===== config.mk =====
export PLATFORM = sky130hd
export DESIGN_NAME = accum_b_register
export DESIGN_NICKNAME = d
export VERILOG_FILES = /design/src/rtl/accum_pkg.sv /design/src/rtl/accum_b_register_btn_debounce.sv /design/src/rtl/accum_b_register.sv
export SDC_FILE = /design/constraint.sdc
export NUM_CORES = 1
export LEC_CHECK = 0
export CAP_MARGIN = 20
export CELL_PAD_IN_SITES_DETAIL_PLACEMENT = 1
export CELL_PAD_IN_SITES_GLOBAL_PLACEMENT = 1
export CORE_AREA = 2 2 77 79
export CTS_CLUSTER_SIZE = 40
export DETAILED_ROUTE_END_ITERATION = 6
export DIE_AREA = 0 0 79 81
export PLACE_DENSITY = 0.8
export RECOVER_POWER = 25
export SLEW_MARGIN = 30
export SYNTH_ARGS = -nofsm -noshare
export SYNTH_HDL_FRONTEND = slang
export SYNTH_SLANG_ARGS = --single-unit

===== constraint.sdc =====
create_clock -name clk -period 3 [get_ports clk]
set_clock_uncertainty 0.1 [all_clocks]
set_input_delay 0.6 -clock clk [delete_from_list [all_inputs] [get_ports clk]]
set_output_delay 0.6 -clock clk [all_outputs]
set_load 0.005 [all_outputs]

===== src/rtl/accum_pkg.sv =====
// Shared types for the B-operand feedback register: debounce states and operand width.
package accum_pkg;

    typedef enum logic [1:0] {
        IDLE         = 2'd0,
        PRESS_WAIT   = 2'd1,
        HELD         = 2'd2,
        RELEASE_WAIT = 2'd3
    } deb_state_t;

    localparam int OPERAND_W = 2;

    typedef logic [OPERAND_W-1:0] operand_t;

endpackage


===== src/rtl/accum_b_register_btn_debounce.sv =====
// Button synchronizer plus debounce FSM; emits a single-cycle registered press strobe.
//
// state        | meaning
// IDLE         | button released and stable, waiting for a synchronized high
// PRESS_WAIT   | high seen, counting stable-high cycles before accepting the press
// HELD         | press accepted (strobe already fired), waiting for a low
// RELEASE_WAIT | low seen, counting stable-low cycles before accepting the release
module btn_debounce
    import accum_pkg::*;
#(
    parameter int DEBOUNCE_CYCLES = 500000,
    parameter int SYNC_STAGES     = 2
) (
    input  logic clk,
    input  logic rst_n,
    input  logic i_btn_raw,
    output logic o_press
);

    localparam int CNT_W = (DEBOUNCE_CYCLES > 2) ? $clog2(DEBOUNCE_CYCLES) : 1;
    localparam logic [CNT_W-1:0] CNT_TC = CNT_W'(DEBOUNCE_CYCLES - 1);

    logic [SYNC_STAGES-1:0] r_sync;
    logic                   w_btn_s;

    deb_state_t             r_state;
    deb_state_t             w_state_nxt;
    logic [CNT_W-1:0]       r_cnt;
    logic [CNT_W-1:0]       w_cnt_nxt;
    logic                   r_press;
    logic                   w_press_nxt;

    always_ff @(posedge clk or negedge rst_n) begin
        if (!rst_n) begin
            r_sync <= '0;
        end else begin
            r_sync <= {r_sync[SYNC_STAGES-2:0], i_btn_raw};
        end
    end

    assign w_btn_s = r_sync[SYNC_STAGES-1];

    always_ff @(posedge clk or negedge rst_n) begin
        if (!rst_n) begin
            r_state <= IDLE;
            r_cnt   <= '0;
            r_press <= 1'b0;
        end else begin
            r_state <= w_state_nxt;
            r_cnt   <= w_cnt_nxt;
            r_press <= w_press_nxt;
        end
    end

    always_comb begin
        w_state_nxt = r_state;
        w_cnt_nxt   = r_cnt;
        w_press_nxt = 1'b0;
        unique case (r_state)
            IDLE: begin
                if (w_btn_s) begin
                    w_state_nxt = PRESS_WAIT;
                    w_cnt_nxt   = '0;
                end
            end
            PRESS_WAIT: begin
                if (!w_btn_s) begin
                    w_state_nxt = IDLE;
                    w_cnt_nxt   = '0;
                end else if (r_cnt == CNT_TC) begin
                    // Strobe is registered, so it rises on the edge entering HELD.
                    w_state_nxt = HELD;
                    w_cnt_nxt   = '0;
                    w_press_nxt = 1'b1;
                end else begin
                    w_cnt_nxt = r_cnt + CNT_W'(1);
                end
            end
            HELD: begin
                if (!w_btn_s) begin
                    w_state_nxt = RELEASE_WAIT;
                    w_cnt_nxt   = '0;
                end
            end
            RELEASE_WAIT: begin
                if (w_btn_s) begin
                    w_state_nxt = HELD;
                    w_cnt_nxt   = '0;
                end else if (r_cnt == CNT_TC) begin
                    w_state_nxt = IDLE;
                    w_cnt_nxt   = '0;
                end else begin
                    w_cnt_nxt = r_cnt + CNT_W'(1);
                end
            end
            default: begin
                w_state_nxt = IDLE;
                w_cnt_nxt   = '0;
            end
        endcase
    end

    assign o_press = r_press;

endmodule


===== src/rtl/accum_b_register.sv =====
// Feedback register holding the 2-bit B operand, loaded/cleared by debounced buttons.
// Define ACCUM_WRAP_FLAG_EN to build the sticky wrap_flag; otherwise it is tied low.
module accum_b_register
    import accum_pkg::*;
#(
    parameter int DEBOUNCE_CYCLES = 500000,
    parameter int SYNC_STAGES     = 2
) (
    input  logic     clk,
    input  logic     rst_n,
    input  logic     btn_load_raw,
    input  logic     btn_clr_raw,
    input  operand_t sum_in,
    output operand_t b_q,
    output logic     load_pulse,
    output logic     wrap_flag
);

    logic     w_load_press;
    logic     w_clr_press;
    operand_t r_b_q;

    btn_debounce #(
        .DEBOUNCE_CYCLES (DEBOUNCE_CYCLES),
        .SYNC_STAGES     (SYNC_STAGES)
    ) u_deb_load (
        .clk       (clk),
        .rst_n     (rst_n),
        .i_btn_raw (btn_load_raw),
        .o_press   (w_load_press)
    );

    btn_debounce #(
        .DEBOUNCE_CYCLES (DEBOUNCE_CYCLES),
        .SYNC_STAGES     (SYNC_STAGES)
    ) u_deb_clr (
        .clk       (clk),
        .rst_n     (rst_n),
        .i_btn_raw (btn_clr_raw),
        .o_press   (w_clr_press)
    );

    // Clear has priority over a coincident load.
    always_ff @(posedge clk or negedge rst_n) begin
        if (!rst_n) begin
            r_b_q <= '0;
        end else if (w_clr_press) begin
            r_b_q <= '0;
        end else if (w_load_press) begin
            r_b_q <= sum_in;
        end
    end

`ifdef ACCUM_WRAP_FLAG_EN
    logic r_wrap_flag;

    always_ff @(posedge clk or negedge rst_n) begin
        if (!rst_n) begin
            r_wrap_flag <= 1'b0;
        end else if (w_clr_press) begin
            r_wrap_flag <= 1'b0;
        end else if (w_load_press && (sum_in < r_b_q)) begin
            r_wrap_flag <= 1'b1;
        end
    end

    assign wrap_flag = r_wrap_flag;
`else
    assign wrap_flag = 1'b0;
`endif

    assign b_q        = r_b_q;
    assign load_pulse = w_load_press;

endmodule


# == Word-level counts from Yosys, hierarchy flattened ==
# Index checks and enable logic that the tools add are counted.
# op_classes
add_sub_neg,2
n_eq_ne,16
mux,34
n_reduce_logical,7
# ops
cell,n
$mux W19,10
$pmux W19 S4,2
$add A19 B1 Y19 const B,2
$eq A19 B19 Y1 const B,2
$mux W2,14
$pmux W2 S4,2
$eq A2 B2 Y1 const B,4
$reduce_and A4 Y1,2
$mux W1,6
$ne A3 B1 Y1 const B,2
$ne A3 B3 Y1 const B,2
$eq A2 B1 Y1 const B,2
$logic_not A2 Y1,2
$ne A2 B1 Y1 const B,2
$ne A2 B2 Y1 const B,2
$reduce_and A2 Y1,2
$reduce_bool A2 Y1,1
# word_totals
reg_bits,50
out_inout_bits,4
elab_cells,68

# == Depth between registers and ports, before layout ==
# Gate-level depths: netlist of run 1.
# logic_depth
depth_word,4
mapped_depth,7

# == Modules after synthesis ==
# A second synthesis of run 1 with hierarchy kept.
# hier_totals
cells_unflattened,286
area_unflattened_um2,2655.0
# by_module_without_submodules
module,n_inst,cells_each,area_each_um2,seq_area_each_um2
btn_debounce at u_deb_clr,1,139,1310.0,600.6
btn_debounce at u_deb_load,1,139,1256.2,600.6
accum_b_register,1,8,88.8,50.0

# == Worst setup path before layout of run 1 ==
# No wires, ideal clock.
# synth_path
kind,register to register
from,register u_deb_load.r_cnt[0]
to,register u_deb_load.r_cnt[9]
arrival_time_ps,1662
t_required_ps,2779
setup_slack_ps,1117
stages_incl_launch_ff,8
path_buffers,1
period_less_slack_ps,1883
cell_sequence,dfrtp_1 ha_1 nand3_2 nor4b_4 a31o_1 buf_6 o22ai_2 a22o_1
# synth_between
elab_chain_cells,4
word_cells_on_any_way,6
cone_classes,add/sub: 1; eq/ne: 1; mux: 4
# synth_lines
item,line_no,rtl
"start, declared",accum_b_register_btn_debounce.sv:28,logic [CNT_W-1:0] r_cnt;
"start signal, assigned",accum_b_register_btn_debounce.sv:50,r_cnt <= w_cnt_nxt;
$add A19 B1 Y19 / $eq A19 B19 Y1 (equally long branches),n/a,
$mux W19 *,"accum_b_register_btn_debounce.sv:70, accum_b_register_btn_debounce.sv:89",
"$mux W19, on equally long branches","accum_b_register_btn_debounce.sv:86, accum_b_register_btn_debounce.sv:67",
$pmux W19 S4 *,accum_b_register_btn_debounce.sv:59,unique case (r_state)
# Every way passes the cells marked *; elsewhere a longest branch is shown, timed or not.
# A chain may end at the register's enable or synchronous reset.

# == Final worst setup path of run 1 ==
# Same ends and word-level chain as after synthesis.

==> summary.md, run 1 <==
| Metric | Value |
|---|---|
| Die area | `6399 sq um` |
| # rows | `28` |
| Ys async rst share | `100.0%` |
| IO Pins | `10` |
| Final setup violating endpoints | `0` |
| Clock Tree Buf Depth | `2` |
| Grt ovf | `0` |
| Port bufs | `8` |
| Max-Slew Margin vs Limit | `18.52%` |
| Delay-heaviest family, CP | `compound AO/OA/AOI/OAI gates` |
| Main area contributors after synthesis | `dfrtp_1, nand2_1, o21ai_0, nand3_1, a21oi_1` |
| Cells after Synth | `297` |
| Die Ht | `81 um` |
| Die Wd | `79 um` |
| Final Worst Setup Slack | `0.7812 ns` |
| Slowest cell on crit path | `a31o_1` |
| CTS Sinks | `50` |
| P&R area growth vs syn | `8.838%` |
| Overall Power | `1.864 mW` |
| HP Class | `reg -> reg` |
| Leak pwr | `1.178 nW` |
| Startpoint Class | `flop` |
| Post-CTS Setup Inserts | `0` |
| Status | `finished, final reports clean` |
| Initial antenna violation count | `0` |
| Worst stage delay on the critical path | `0.44 ns` |
| Max Freq | `450.7 MHz` |
| Via Count | `2,280` |
| Antenna Cells | `0` |
| Worst slew pin tran | `1.222 ns` |
| Ys Warns | `0` |
| Post-synth top area cell | `dfrtp_1` |
| Cell Area, Synth | `2746 sq um` |
| CP Capture Type | `flop` |
| Layout cells sized above 1 | `8.882%` |
| CP max FO | `10` |
| CTS tree | `yes` |
| Placed wire-length estimate | `4.904 mm` |
| CTS clock-pin slew for the worst setup and hold paths | `0.09 ns` |
| Most common cell after layout, fill and taps aside | `dfrtp_1` |
| Pins Over Slew Limit | `0` |
| Maximum VDD drop | `489.5 uV` |
| Worst hold slack | `0.2638 ns` |
| CTS H-tree lvls | `2` |
| Vias in the first global route | `2,425` |
| Final Routed Wirelength | `6.688 mm` |
| Via density | `6.016` |
| Post-Synthesis Net Count | `305` |
| Later-pin clock latency in the skew report | `0.30 ns` |
| Crit path arrival time | `2.31 ns` |
| Final Util | `52.67%` |
| Crit path cell chain | `ha_1 -> nand3_2 -> nor4b_4 -> a31o_1 -> o22ai_2 -> a22o_1` |
| Ys flop type | `dfrtp_1` |
| Max-cap viol count | `0` |
| Fin crit period | `2.219 ns` |
| Total CTS buffers | `5` |
| Global placer's final weighted congestion | `0.7855` |
| #FFs+latches synth | `50` |
| Wire per inst | `17.65 um` |
| GRT Util Overall | `24.10%` |
| CORE AREA | `5675 sq um` |
| Required @ worst endpoint | `3.09 ns` |
| Post-route ant nets | `0` |
| Largest net degree at the start of global routing | `24` |
| RSZ-0062 raised after global routing | `false` |
| First DRT Iteration DRCs | `94` |
| Tcrit/Tclk final | `73.96%` |
| Post-CTS Resized | `0` |
| CTS hold repair buffers | `0` |
| Synth unique cells | `58` |
| Syn Area/Cell | `9.247 sq um` |
| Initial Utilization | `48.39%` |
| Number of synthesized flops with an enable pin | `0` |
| Final Hold Viols | `0` |
| Buffer and inverter count on the worst path | `0` |
| Setup_tns | `0 ns` |
| Power per Cell Area | `623.4 nW/um^2` |
| Yosys top cell area share | `45.56%` |
| CTS Root Cell | `clkbuf_8` |
| Drt drc | `0` |
| TritonRoute pass-1 iters | `4` |
| Final nets | `312` |
| Global-route wire length before repair | `12.03 mm` |
| Commonest non-fill, non-tap cells in the layout | `dfrtp_1, nand2_1, o21ai_0` |
| Kind of critical path | `reg -> reg` |
| Setup WS pre-CTS | `0.7947 ns` |
| Sequential element share of the synthesized area | `45.56%` |
## cell families (layout without fill, tap and decap cells)
family	count (synthesis)	after routing	share of synthesized area, %
other	1	1	0.1365
and+or+nand+nor	143	143	29.61
adders and majority gates	2	2	0.9110
muxes	5	5	1.868
AOI/OAI and AO/OA	70	70	16.22
xor gates and xnor gates	5	5	1.868
DFF	50	50	45.56
buffers and inverters	21	28	3.827
## flip-flops by register name (all words and copies together) (netlist names), named ones only
register            cells
b_q                     2
u_deb_clr.o_press       1
u_deb_clr.r_cnt        19
u_deb_clr.r_state       1
u_deb_clr.r_sync        2
u_deb_load.o_press      1
u_deb_load.r_cnt       19
u_deb_load.r_state      1
u_deb_load.r_sync       2
## where the power goes
part / leakage [nW] / internal [mW] / switching (mW) / total (mW)
sequential: 0.679 / 0.731 / 0.0766 / 0.807
clock: 0.0573 / 0.267 / 0.217 / 0.484
combinational: 0.441 / 0.180 / 0.392 / 0.572
total: 1.18 / 1.18 / 0.685 / 1.86
## metal layers
layer	share of wire, %	global-route usage (%)	up-vias
met2	53	44.83	25
met5	0	0	-
li1	-	-	1102
met3	1.9	3.889	6
met4	1.1	6.552	0
met1	44	28.94	1147
## metrics by stage
| step | instances | area (sq um) |
|---|---|---|
| 6_report | 379 | 2989 |
| 4_1_cts | 379 | 2990 |
| 3_5_place_dp | 372 | 2878 |
| 3_3_place_gp | 372 | 2878 |
| 2_1_floorplan | 297 | 2746 |
| 5_1_grt | 379 | 2989 |
## worst paths after layout
kind,start,endpoint,slack (ns),cells after the start
worst max-delay path,u_deb_load.r_cnt[0],u_deb_load.r_cnt[9],0.78,6
worst min-delay path,u_deb_load.r_sync[0],u_deb_load.r_sync[1],0.26,0
worst max register to register,u_deb_load.r_cnt[0],u_deb_load.r_cnt[9],0.78,6
worst min register to register,u_deb_load.r_sync[0],u_deb_load.r_sync[1],0.26,0
max in group asynchronous,rst_n,u_deb_clr.r_cnt[13],1.52,2
min in group asynchronous,rst_n,u_deb_load.r_sync[0],0.43,1
## cells in the mapped netlist, drive strengths merged, types with 3 or more instances
| cell | count |
|---|---|
| nor3 | 11 |
| nor4b | 5 |
| nand2 | 39 |
| dfrtp | 50 |
| a21o | 4 |
| clkbuf | 6 |
| buf | 7 |
| nor2 | 15 |
| mux2i | 4 |
| o21ai | 27 |
| a21oi | 18 |
| or4 | 4 |
| a31oi | 4 |
| nor4 | 4 |
| or2 | 3 |
| nand3 | 22 |
| nand3b | 3 |
| xnor2 | 3 |
| nand4 | 14 |
| a22o | 3 |
| and4 | 3 |
| inv | 8 |
| and2 | 4 |
| and3 | 5 |
| or3 | 6 |
## area by class of cell
class                   instances  area (sq um)
flip-flops and latches         50          1251
well taps                      75         93.84
clock buffers                   6         82.58
multi-input cells             226          1390
repair buffers                 13         111.4
fillers                       676          2686
inverters                       8         30.03
clock inverters                 1         30.03
No activity file was read; power rests on OpenSTA's default activity.
==> run 2, diff against run 1 <==
- CORE_AREA: 2 2 77 79 -> 2 2 83 85
- DIE_AREA: 0 0 79 81 -> 0 0 85 87
- PLACE_DENSITY: 0.8 -> 0.73
- clock period: 3 -> 1.9 ns (I/O delays scaled with it)
==> run 2 against run 1 <==
  * Core utilization is 1.5 points lower
  * Critical path depth decreased by 1
  * Clock power is 55% higher
  * Sequential power grew 57%
  * Count of clock-buffer cells in the layout did not move
  * Critical endpoint is now u_deb_clr.r_cnt[12]
  * Largest power group unchanged
  * Highest routed layer unchanged
==> summary.md, run 2 (synthesis results as in run 1) <==
| Metric | Value |
|---|---|
| Status | `finished, final reports clean` |
| Crit path arrival time | `1.98 ns` |
| Placed insts | `412` |
| Final setup violating endpoints | `0` |
| Worst slew pin tran | `0.7150 ns` |
| Required @ worst endpoint | `1.99 ns` |
| Wire per inst | `18.11 um` |
| HP Class | `reg -> reg` |
| Max-Slew Margin vs Limit | `52.33%` |
| Startpoint Class | `flop` |
| Maximum VDD drop | `600.4 uV` |
| Tcrit/Tclk final | `99.35%` |
| Post-route ant nets | `0` |
| Worst Hold Launch | `u_deb_load.r_sync[0]` |
| Max-cap viol count | `0` |
| Grt ovf | `0` |
| Final Worst Setup Slack | `0.01241 ns` |
| Via density | `5.896` |
| Global-route wire length before repair | `12.36 mm` |
| Initial Utilization | `41.81%` |
| R2R Setup Slk | `0.01 ns` |
| P&R area growth vs syn | `22.28%` |
| Global placer's final weighted congestion | `0.8791` |
| Critical Path Start | `u_deb_clr.r_cnt[14]` |
| Kind of critical path | `reg -> reg` |
| Power per Cell Area | `972.2 nW/um^2` |
| Total CTS buffers | `5` |
| IO Pins | `10` |
| Die area | `7395 sq um` |
| CTS Sinks | `50` |
| CP max FO | `5` |
| Layout cells sized above 1 | `22.74%` |
| Worst reg2reg path startpoint | `u_deb_clr.r_cnt[14]` |
| Clock Tree Buf Depth | `2` |
| CP Capture Type | `flop` |
| Setup WS pre-CTS | `-0.03807 ns` |
| Leak pwr | `1.377 nW` |
| CTS tree | `yes` |
| Final Hold Viols | `0` |
| CORE AREA | `6569 sq um` |
| Pins Over Slew Limit | `0` |
| RSZ-0062 raised after global routing | `true` |
| Commonest non-fill, non-tap cells in the layout | `dfrtp_1, buf_4, nand2_1` |
| Antenna Cells | `0` |
| Initial antenna violation count | `0` |
| Max Freq | `529.8 MHz` |
| # rows | `30` |
| Most common cell after layout, fill and taps aside | `dfrtp_1` |
| Final nets | `350` |
| Port bufs | `8` |
| Fin crit period | `1.888 ns` |
| Vias in the first global route | `2,481` |
| Setup_tns | `0 ns` |
| GRT Util Overall | `20.76%` |
| Overall Power | `3.265 mW` |
| Die Ht | `87 um` |
| Finished Layout Cells | `423` |
| Die Wd | `85 um` |
| TritonRoute pass-1 iters | `4` |
| Placed wire-length estimate | `5.321 mm` |
| CTS H-tree lvls | `2` |
| CTS clock-pin slew for the worst setup and hold paths | `0.09 ns` |
| Via Count | `2,494` |
| Fill count | `743` |
| Later-pin clock latency in the skew report | `0.30 ns` |
| Final Routed Wirelength | `7.661 mm` |
| Largest registers | `u_deb_clr.r_cnt: 19 flops, u_deb_load.r_cnt: 19 flops` |
| CTS Root Cell | `clkbuf_8` |
| Drt drc | `0` |
| First DRT Iteration DRCs | `137` |
| Largest net degree at the start of global routing | `51` |
[run 2: cell types whose count changed in the layout (fill, tap and decap cells not counted), moves of 2 or more]
cell     before  now
buf_4         5   40
o21ai_1       1    3
a21oi_1      18   16
nor4b_2       1    3
nor4b_1       3    1
a21oi_2       0    2
o21ai_0      25   23
[run 2: area by class of cell]
class | instances | area [sq um] | share of cell area (%)
Clock inverter | 2 | 37.54 | 1.118
Multi-Input combinational cell | 227 | 1473 | 43.85
Tap cell | 80 | 100.1 | 2.981
Inverter | 8 | 30.03 | 0.8942
Timing Repair Buffer | 50 | 392.9 | 11.70
Sequential cell | 50 | 1252 | 37.30
Clock buffer | 6 | 72.57 | 2.161
[run 2: routing by layer]
metal	vias to the layer above	global-route usage [%]	wire length, um
li1	1183	-	-
met1	1268	29.93	3690
met2	34	33.66	3691
met3	9	3.412	191
met4	0	3.319	89
met5	-	0	0
[run 2: what timing repair did]
item | 4_1_cts | 5_1_grt
resized for setup | 6 | 12
cloned | 0 | 1
endpoints found under the setup margin | 8 | 17
hold endpoints to repair | 50 | 0
pin swaps | 0 | 10
buffers inserted | 0 | 1
hold buffers | 1 | 0
[run 2: final timing paths]
check	to	cells after the start
max in group asynchronous	u_deb_clr.r_cnt[9]	3
max reg2reg	u_deb_clr.r_cnt[12]	5
min in group asynchronous	u_deb_load.r_cnt[16]	3
max	u_deb_clr.r_cnt[12]	5
min	u_deb_load.r_sync[1]	0
min reg2reg	u_deb_load.r_sync[1]	0
[run 2: where the power goes]
group          total (mW)  internal (mW)  switching (mW)
clock               0.751          0.393           0.358
combinational        1.24          0.496           0.747
sequential           1.27           1.15           0.118
total                3.26           2.04            1.22
[run 2: through the flow]
step	utilization [%]	cell area, sq um	hold slack (ns)
finish	51.12	3358	0.2565
CTS	50.38	3309	0.2586
global route	51.12	3358	0.2652
detailed placement	48.10	3159	0.2365
floorplan	-	2746	-0.01559
global placement	48.10	3159	0.2352
[run 2: critical path: stages, from the launching register on]
cell and delay [ns]:
dfrtp_1 0.40, nor4bb_2 0.32, nand4_1 0.23, o21a_2 0.32
a21o_1 0.17, mux2_2 0.25
==> run 3, diff against run 2 <==
- GPL_ROUTABILITY_DRIVEN: not set -> 1
==> results of run 3 <==
Same layout as run 2: the final DEF is identical, and so are final timing and power.
